--- config.mk ---
export PLATFORM = sky130hd
export DESIGN_NAME = pc_stack
export DESIGN_NICKNAME = d
export VERILOG_FILES = /design/src/rtl/pc_stack.sv
export SDC_FILE = /design/constraint.sdc
export NUM_CORES = 1
export LEC_CHECK = 0
export CORE_MARGIN = 5
export CORE_UTILIZATION = 35
export DETAILED_ROUTE_END_ITERATION = 10
export GPL_TIMING_DRIVEN = 0
export PLACE_DENSITY = 0.64
export SLEW_MARGIN = 15
export SYNTH_ARGS = -nofsm -noshare
export SYNTH_HDL_FRONTEND = slang
export SYNTH_SLANG_ARGS = --single-unit
export TNS_END_PERCENT = 30
--- constraint.sdc ---
create_clock -name clk -period 3.26 [get_ports clk]
set_input_delay 0.652 -clock clk [delete_from_list [all_inputs] [get_ports clk]]
set_output_delay 0.652 -clock clk [all_outputs]
set_load 0.02 [all_outputs]
--- src/rtl/pc_stack.sv ---
// Hack SoC program counter with PC-relative branching and a return-address stack.
// One action per edge, priority: reset > call > ret > load > rel > inc > hold.
module pc_stack #(
    parameter int                 D_WIDTH      = 16,
    parameter int                 DEPTH        = 8,
    parameter logic [D_WIDTH-1:0] RESET_VECTOR = '0
) (
    input  logic                       clk,
    input  logic                       reset_n,
    input  logic [D_WIDTH-1:0]         in,
    input  logic                       load,
    input  logic                       rel,
    input  logic                       inc,
    input  logic                       call,
    input  logic                       ret,
    input  logic                       clear_err,
    output logic [D_WIDTH-1:0]         out,
    output logic [D_WIDTH-1:0]         top,
    output logic [$clog2(DEPTH+1)-1:0] depth,
    output logic                       full,
    output logic                       empty,
    output logic                       overflow,
    output logic                       underflow
);

    localparam int              DW        = $clog2(DEPTH + 1);
    localparam int              AW        = (DEPTH > 1) ? $clog2(DEPTH) : 1;
    localparam logic [DW-1:0]   DEPTH_MAX = DW'(DEPTH);

    logic [D_WIDTH-1:0] pc_q, pc_d;
    logic [DW-1:0]      depth_q, depth_d;
    logic [D_WIDTH-1:0] stack_q [DEPTH];
    logic [D_WIDTH-1:0] stack_d [DEPTH];
    logic               ovf_q, ovf_d;
    logic               unf_q, unf_d;
    logic [D_WIDTH-1:0] top_val;
    logic               is_full, is_empty;

    assign is_full  = (depth_q == DEPTH_MAX);
    assign is_empty = (depth_q == '0);

    always_comb begin
        top_val = '0;
        if (!is_empty) begin
            top_val = stack_q[AW'(depth_q - DW'(1))];
        end
    end

    always_comb begin
        pc_d    = pc_q;
        depth_d = depth_q;
        stack_d = stack_q;
        // A flag set on the same edge as clear_err must win, so clear first.
        ovf_d   = ovf_q & ~clear_err;
        unf_d   = unf_q & ~clear_err;

        if (call) begin
            if (!is_full) begin
                stack_d[AW'(depth_q)] = pc_q + D_WIDTH'(1);
                depth_d               = depth_q + DW'(1);
            end else begin
                ovf_d = 1'b1;
            end
            pc_d = in;
        end else if (ret) begin
            if (!is_empty) begin
                pc_d    = top_val;
                depth_d = depth_q - DW'(1);
            end else begin
                unf_d = 1'b1;
            end
        end else if (load) begin
            pc_d = in;
        end else if (rel) begin
            pc_d = pc_q + in;
        end else if (inc) begin
            pc_d = pc_q + D_WIDTH'(1);
        end
    end

    always_ff @(posedge clk) begin
        if (!reset_n) begin
            pc_q    <= RESET_VECTOR;
            depth_q <= '0;
            ovf_q   <= 1'b0;
            unf_q   <= 1'b0;
        end else begin
            pc_q    <= pc_d;
            depth_q <= depth_d;
            ovf_q   <= ovf_d;
            unf_q   <= unf_d;
        end
    end

    // Stack storage is not reset; entries above depth are never observed.
    always_ff @(posedge clk) begin
        if (reset_n) begin
            stack_q <= stack_d;
        end
    end

    assign out       = pc_q;
    assign top       = top_val;
    assign depth     = depth_q;
    assign full      = is_full;
    assign empty     = is_empty;
    assign overflow  = ovf_q;
    assign underflow = unf_q;

endmodule

## After elaboration in Yosys (flattened, before gate mapping)

Index checks and enable logic that the tools add are counted.

| operators by class | value |
|---|---|
| add/subtract/negate cells | 4 |
| magnitude comparators | 3 |
| eq/ne operators | 4 |
| multiplexer cells | 22 |
| bitwise operators | 6 |
| reduce and logical (&&, ||, !) cells | 7 |

Operators with widths:

| kind | count |
|---|---|
| 2-to-1 mux 16 bit | 10 |
| bitwise mux 128 bit | 1 |
| binary-select mux 16 bit (select 3 bit) | 1 |
| demux 16 bit (select 3 bit) | 1 |
| adder 16 x 1 -> 16 bit, second input constant | 1 |
| adder 16 bit | 1 |
| 2-to-1 mux 4 bit | 4 |
| greater-or-equal comparator 4 bit, second input constant | 2 |
| NOT 3 -> 4 bit | 2 |
| AND reduction 3 bit | 2 |
| 2-to-1 mux 1 bit | 5 |
| nonzero test 5 bit | 1 |
| adder 4 x 1 -> 4 bit, second input constant | 1 |
| == test 4 bit, second input constant | 1 |
| logical NOT 4 bit | 1 |
| < comparator 4 x 1 -> 1 bit, second input constant | 1 |
| != test 2 bit, second input constant | 2 |
| subtractor 4 x 1 -> 4 bit, second input constant | 1 |
| != test 3 bit, second input constant | 1 |
| bitwise AND 1 bit | 2 |
| NOT 1 bit | 2 |
| AND reduction 2 bit | 1 |
| nonzero test 2 bit | 1 |
| logical AND 1 bit | 1 |

| storage, ports and cells | value |
|---|---|
| bits in registers | 150 |
| input bits | 24 |
| output and inout port bits | 40 |
| logic and storage cells | 58 |

## Logic depth before layout (Yosys ltp)

Gate-level depths: netlist (run 1).

| logic depth | value |
|---|---|
| word-level depth | 9 |
| depth in mapped cells | 13 |

## Least setup slack after synthesis (run 1)

OpenSTA, ideal clock, no wires.

| timing | value |
|---|---|
| path type | flip-flop to flip-flop |
| start | register depth_q[0], in the netlist depth[0] |
| end | register stack_q[48] (netlist bit), enable pin |
| arrival | 3067 ps |
| data required time | 2847 ps |
| setup slack | -220 ps |
| cell stages (with the launch flop) | 9 |
| period minus slack after synthesis | 3480 ps |
| path through | dfxtp_1 -> buf_2 -> buf_2 -> inv_1 -> ha_1 -> nor2b_1 -> nand2_1 -> nand4_1 -> nor3b_1 |

| between the ends | value |
|---|---|
| longest elaborated chain between the ends | 3 |

RTL lines:

| what | line | source |
|---|---|---|
| from (decl) | 31 | `logic [DW-1:0] depth_q, depth_d;` |
| from (signal assigned) | 89 | `depth_q <= depth_d;` |
| == test 4 bit | 39 | `assign is_full = (depth_q == DEPTH_MAX);` |
| NOT 1 bit (no line) | -- |  |
| AND reduction 3 bit (no line) | -- |  |
| to (signal assigned) | 98 | `stack_q <= stack_d;` |
| to (decl) | 32 | `logic [D_WIDTH-1:0] stack_q [DEPTH];` |

No other way between the ends.
A chain may end at the register's enable or synchronous reset.

## Worst setup path after layout (run 1)

| timing | value |
|---|---|
| start | input in[8] |
| end | register pc_q[15], in the netlist out[15] |

| between the ends | value |
|---|---|
| longest elaborated chain between the ends | 5 |

RTL lines:

| what | line | source |
|---|---|---|
| from (decl) | 10 | `input logic [D_WIDTH-1:0] in,` |
| adder 16 bit | 75 | `pc_d = pc_q + in;` |
| 2-to-1 mux 16 bit | 74 | `end else if (rel) begin` |
| 2-to-1 mux 16 bit | 72 | `end else if (load) begin` |
| 2-to-1 mux 16 bit | 65 | `end else if (ret) begin` |
| 2-to-1 mux 16 bit | 57 | `if (call) begin` |
| to (signal assigned) | 88 | `pc_q <= pc_d;` |
| to (decl) | 30 | `logic [D_WIDTH-1:0] pc_q, pc_d;` |

No other way between the ends.

==> run summary, run 1 <==
1st-pass router iterations = 5
Total CTS buffers = 17
Detailed placer's ending HPWL = 15.4 mm
Crit Path Class = input pin to flip-flop
GRT Total Usage = 0.178
Commonest non-fill, non-tap cell in the layout = edfxtp_1
Largest net degree at the start of global routing = 17
Worst Path Required = 3.58 ns
Critical Path AT = 3.49 ns
RD Place Congestion = 0.915
Post-Synthesis Cells = 581
Min-Delay Path Class = flip-flop to flip-flop
Dominant cell type by area after synthesis = edfxtp_1
Area growth syn-to-layout = 28.9%
Initial Utilization = 0.353
Peak per-stage delay on the critical path = 0.51 ns
Final min period = 3.18 ns
Sequential area share after synthesis = 0.581
First-pass GRT wire length = 32.4 mm
Crit path cell chain = clkdlybuf4s50_1, ha_1, and2_1, nand3_1, a31oi_1, or3_1, buf_2, or4_4, a311o_1, a32o_1
Final setup fails = 0
Boundary Pins = 64
Yosys warning count = 0
Fin util = 0.455
Hold violation count in the final report = 0
Via-per-instance ratio = 5.75
Most frequent cells in the layout = edfxtp_1 (128), nand2_1 (71), clkdlybuf4s50_1 (43), mux4_2 (32), nor2_1 (31)
Overall Power = 0.00724 W
Post-route antenna net violation count = 0
RSZ-0062 raised after global routing = false
Synth unique cells = 57
Die height = 155 um
Die X = 155 um
Crit path buffers/inverters = 2
Vias in the first global route = 5487
Slew Limit Fails = 0
Clock Skew = 0.00735 ns
Fmax achieved = 315 MHz
Clk sinks = 150
Crit-path max FO = 6
H-tree levels = 4
CTS Buffer Depth = 2
Tcrit/Tclk final = 0.974
Worst-Margin Slew = 0.847 ns
Synthesized area = 0.00737 mm2
Total gr overflow = 0
Initial antenna violation count = 0
Vias = 5573
CTS tree = done
Relative slew slack = 0.432
Peak supply drop = 0.000342 V
Die ar. = 0.0241 mm2
Setup crit end kind = flip-flop
Reg-to-reg slack, setup = 0.29 ns
Worst hold slack = 0.553 ns
Synth Area in XOR/XNOR = 0.0333
Pre-CTS setup slack = -1.45 ns
Max-cap violations = 0
Syn nets = 624
Inst Count DP = 927
Main synth FF type = edfxtp_1
Asr flop ratio synth = 0
Multiplexer share of the synthesized area = 0.103
Finished Layout Cells = 970
Core area = 0.0209 mm2
DRC Markers = 0
FILL cells = 1866
Nature of the critical path startpoint = input pin
Cts hold-fix bufs = 0
Nets@finish = 724
Outcome = finished, final reports clean
Synth Area in Adders = 0.0333
Reg clk slew, reported paths = 0.06 ns
Share of layout cells above drive strength 1 = 0.205
Post-synth EDFFs = 128
Pwr dens = 762 mW/mm2
Syn_area_per_cell = 12.7 um2
Worst-Skew Late Latency = 0.42 ns
CP top delay family = simple AND/OR/NAND/NOR gates
Final WL = 21.2 mm
Setup ws final = 0.0833 ns
Compound-Gate Fraction of Synth Area = 0.121
Num rows = 53
Top-area cell type share of the netlist area = 0.521
Register bit total from synthesis = 150
Initial DRC Count = 673
Largest family of logic cells by synthesized area = compound AO/OA/AOI/OAI gates
Wirelength per Cell = 21.9 um
# port buffers = 61
Synth Area in Simple Gates = 0.105
Synth area leaders = edfxtp_1 (52%), mux4_2 (9.8%), dfxtp_1 (6.0%)
Crit-path slowest cell = or4_4
Leakage = 3.24 nW
CTS Root Cell = clkbuf_16
==> per-layer routing <==
metal,track usage,wire (um),vias to the layer above
met3,0.0459,1970,43
met5,0,0,-
li1,-,-,2468
met2,0.282,10000,292
met1,0.237,8660,2770
met4,0.0690,544,0
==> cells by family (layout without fill, tap and decap cells) <==
group,after synthesis,in the layout
simple gates,168,168
flops,150,150
compound gates,136,136
buf+inv,44,157
mux,36,36
xor+xnor,28,28
fa+ha+maj,19,19
other cells,0,1
==> cell usage after synthesis (7+ instances only) <==
master    number
edfxtp_1     128
nand2_1       71
nor3_1         7
clkbuf_1      26
ha_1          18
mux4_2        32
nand4_1        9
a21oi_1       33
xnor2_1       17
nor2_1        35
o21ai_0       30
xor2_1        11
nand3_1       14
o211ai_1      11
dfxtp_1       22
inv_1         10
==> power by group <==
part	leakage (nW)	internal [W]	switching, W
Clock	0.299	0.00135	0.000760
Sequential	1.36	0.00225	0.0000954
Combinational	1.58	0.00118	0.00161
==> timing repair <==
item,CTS,global route
endpoints found under the setup margin,77,30
pin swaps,1,1
buffers inserted,7,4
resized for setup,92,28
==> sequential cells by signal, summed over array words and instances, names as in the netlist <==
signal     cells
out           16
stack_q      128
overflow       1
depth          4
underflow      1
==> area by class of cell <==
class	instances	area, um2	share of cell area
inverters	12	45.0	0.00474
multi-input cells	387	3150	0.332
well taps	275	344	0.0362
flip-flops and latches	150	4290	0.451
clock inverters	15	210	0.0221
repair buffers	82	798	0.0840
clock buffers	17	425	0.0448
diodes	1	2.50	0.000263
plain buffers	31	241	0.0254
==> worst paths after layout <==
path,startpoint,end,cells after the start
max,in[8],out[15]$_SDFFE_PN0P_,10
min,underflow$_SDFF_PN0_,underflow$_SDFF_PN0_,2
max reg2reg,out[1]$_SDFFE_PN0P_,out[15]$_SDFFE_PN0P_,9
min reg2reg,underflow$_SDFF_PN0_,underflow$_SDFF_PN0_,2
==> metrics by stage <==
step	TNS (ns)	area, um2
2_1_floorplan	-3.63	7380
3_3_place_gp	-152.22	8340
3_5_place_dp	-45.06	8510
4_1_cts	0	9470
5_1_grt	0	9500
6_report	0	9510
==> worst register-to-register path, delay by kind of cell (launching register included) <==
| family | cells | cell delay, ns |
|---|---|---|
| AO/OA/AOI/OAI | 4 | 0.89 |
| AND/OR/NAND/NOR | 3 | 1.00 |
| buffers and inverters | 1 | 0.16 |
| flip-flops | 1 | 0.51 |
| adder cells (fa/ha/maj) | 1 | 0.30 |
Power figures use the tool's default switching activity.
==> run 2, diff against run 1 <==
--- a/config.mk
+++ b/config.mk
@@ -5,10 +5,12 @@
 export SDC_FILE = /design/constraint.sdc
 export NUM_CORES = 1
 export LEC_CHECK = 0
+export CAP_MARGIN = 20
 export CORE_MARGIN = 5
 export CORE_UTILIZATION = 35
 export DETAILED_ROUTE_END_ITERATION = 10
 export GPL_TIMING_DRIVEN = 0
+export HOLD_SLACK_MARGIN = 0.06
 export PLACE_DENSITY = 0.64
 export SLEW_MARGIN = 15
 export SYNTH_ARGS = -nofsm -noshare
==> run summary, run 2 (synthesis gave the netlist of run 1 again) <==
Via-per-instance ratio = 5.70 (was 5.75)
CTS Root Cell = clkbuf_16 (unchanged)
Min-Delay Path Class = flip-flop to flip-flop (unchanged)
FILL cells = 1849 (was 1866)
Final min period = 3.24 ns (was 3.18 ns)
Clock Skew = 0.00875 ns (was 0.00735 ns)
Num rows = 53 (unchanged)
Worst Path Required = 3.55 ns (was 3.58 ns)
Crit Path Class = input pin to flip-flop (unchanged)
Hold_sp = overflow$_SDFF_PN0_ (was underflow$_SDFF_PN0_)
Initial Utilization = 0.353 (unchanged)
Tcrit/Tclk final = 0.994 (was 0.974)
Nets@finish = 724 (unchanged)
Relative slew slack = 0.460 (was 0.432)
Initial antenna violation count = 0 (unchanged)
Fin util = 0.454 (was 0.455)
CTS Buffer Depth = 2 (unchanged)
Slew Limit Fails = 0 (unchanged)
Core area = 0.0209 mm2 (unchanged)
Critical Path AT = 3.53 ns (was 3.49 ns)
Fmax achieved = 309 MHz (was 315 MHz)
GRT Total Usage = 0.177 (was 0.178)
# port buffers = 61 (unchanged)
Setup crit end kind = flip-flop (unchanged)
Die X = 155 um (unchanged)
Total gr overflow = 0 (unchanged)
Die height = 155 um (unchanged)
Clk sinks = 150 (unchanged)
Area of the multi-input gates = 0.00316 mm2 (was 0.00315 mm2)
Worst r2r src = out[0]$_SDFFE_PN0P_ (was out[1]$_SDFFE_PN0P_)
1st-pass router iterations = 6 (was 5)
Boundary Pins = 64 (unchanged)
WL met2 = 9.94 mm (was 10.0 mm)
Outcome = finished, final reports clean (unchanged)
Finished Layout Cells = 967 (was 970)
Reg clk slew, reported paths = 0.06 ns (about the same)
Pwr dens = 754 mW/mm2 (was 762 mW/mm2)
Leakage = 3.23 nW (was 3.24 nW)
Total CTS buffers = 17 (unchanged)
Vias in the first global route = 5426 (was 5487)
Area growth syn-to-layout = 28.7% (was 28.9%)
Initial DRC Count = 573 (was 673)
DRC Markers = 0 (unchanged)
First-pass GRT wire length = 32.2 mm (was 32.4 mm)
RSZ-0062 raised after global routing = true (was false)
Max FFs per register = 128 (unchanged)
CTS tree = done (unchanged)
Pre-CTS setup slack = -1.42 ns (was -1.45 ns)
Antenna diodes = 0 (was 1)
Hold violation count in the final report = 0 (unchanged)
Peak supply drop = 0.000368 V (was 0.000342 V)
Overall Power = 0.00715 W (was 0.00724 W)
Detailed placer's ending HPWL = 15.3 mm (was 15.4 mm)
Worst-Skew Late Latency = 0.42 ns (about the same)
Nature of the critical path startpoint = input pin (unchanged)
Post-route antenna net violation count = 0 (unchanged)
Met3 wire len = 1.94 mm (was 1.97 mm)
Max-cap violations = 0 (unchanged)
Wirelength per Cell = 22.0 um (was 21.9 um)
Cts hold-fix bufs = 0 (unchanged)
Die ar. = 0.0241 mm2 (unchanged)
Crit-path max FO = 3 (was 6)
Vias = 5515 (was 5573)
Inst Count DP = 927 (unchanged)
Register Area = 0.00429 mm2 (unchanged)
Met1 Routed Length = 8.87 mm (was 8.66 mm)
Largest net degree at the start of global routing = 17 (unchanged)
Worst-Margin Slew = 0.805 ns (was 0.847 ns)
Final setup fails = 0 (unchanged)
Crit path from = in[0] (was in[8])
Share of layout cells above drive strength 1 = 0.204 (was 0.205)
Biggest register = stack_q (unchanged)
RD Place Congestion = 0.915 (unchanged)
Highest metal used = met4 (unchanged)
Commonest non-fill, non-tap cell in the layout = edfxtp_1 (unchanged)
Setup ws final = 0.0203 ns (was 0.0833 ns)
Most frequent cells in the layout = edfxtp_1 (128), nand2_1 (71), clkdlybuf4s50_1 (43), mux4_2 (32), nor2_1 (31) (unchanged)
H-tree levels = 4 (unchanged)
Final WL = 21.3 mm (was 21.2 mm)
## run 2: power by group
group,switching (W),internal (W),total (W)
Clock,0.000731,0.00126,0.00199
Combinational,0.00162,0.00120,0.00281
Sequential,0.0000947,0.00225,0.00235
## run 2: worst paths after layout
kind | endpoint | slack [ns] | cells past startpoint
worst min register to register | overflow$_SDFF_PN0_ | 0.55 | 2
worst max register to register | out[8]$_SDFFE_PN0P_ | 0.25 | 9
worst min-delay path | overflow$_SDFF_PN0_ | 0.55 | 2
worst max-delay path | out[8]$_SDFFE_PN0P_ | 0.02 | 10
## run 2: cell type report
class | count | area share
repair buffers | 82 | 0.0861
clock buffers | 19 | 0.0456
multi-input cells | 387 | 0.333
plain buffers | 31 | 0.0262
inverters | 12 | 0.00474
clock inverters | 11 | 0.0167
well taps | 275 | 0.0362
flip-flops and latches | 150 | 0.451
## run 2: per-layer routing
layer,vias up,GRT usage
met5,-,0
met4,0,0.0614
met3,41,0.0509
met2,302,0.276
met1,2710,0.239
li1,2462,-
## run 2: what timing repair did
action / 4_1_cts / 5_1_grt
buffers inserted: 6 / 5
gates resized for setup: 101 / 19
setup endpoints to repair: 79 / 33
pin swaps: 1 / 1
## run 2: metrics by stage
stage | hold WS [ns] | instance area [um2] | TNS [ns]
2_1_floorplan | 0.618 | 7380 | -3.63
3_3_place_gp | 0.496 | 8340 | -152.22
3_5_place_dp | 0.534 | 8510 | -42.42
4_1_cts | 0.552 | 9440 | 0
5_1_grt | 0.594 | 9490 | -0.0250
6_report | 0.555 | 9490 | 0
## run 2: critical path, cell delays in order
cell,delay [ns]
clkdlybuf4s50_1,0.48
ha_1,0.29
fa_1,0.46
a211oi_1,0.26
o21bai_1,0.17
a21oi_1,0.26
nor2b_1,0.09
or4_1,0.41
a31oi_1,0.34
o22ai_1,0.12
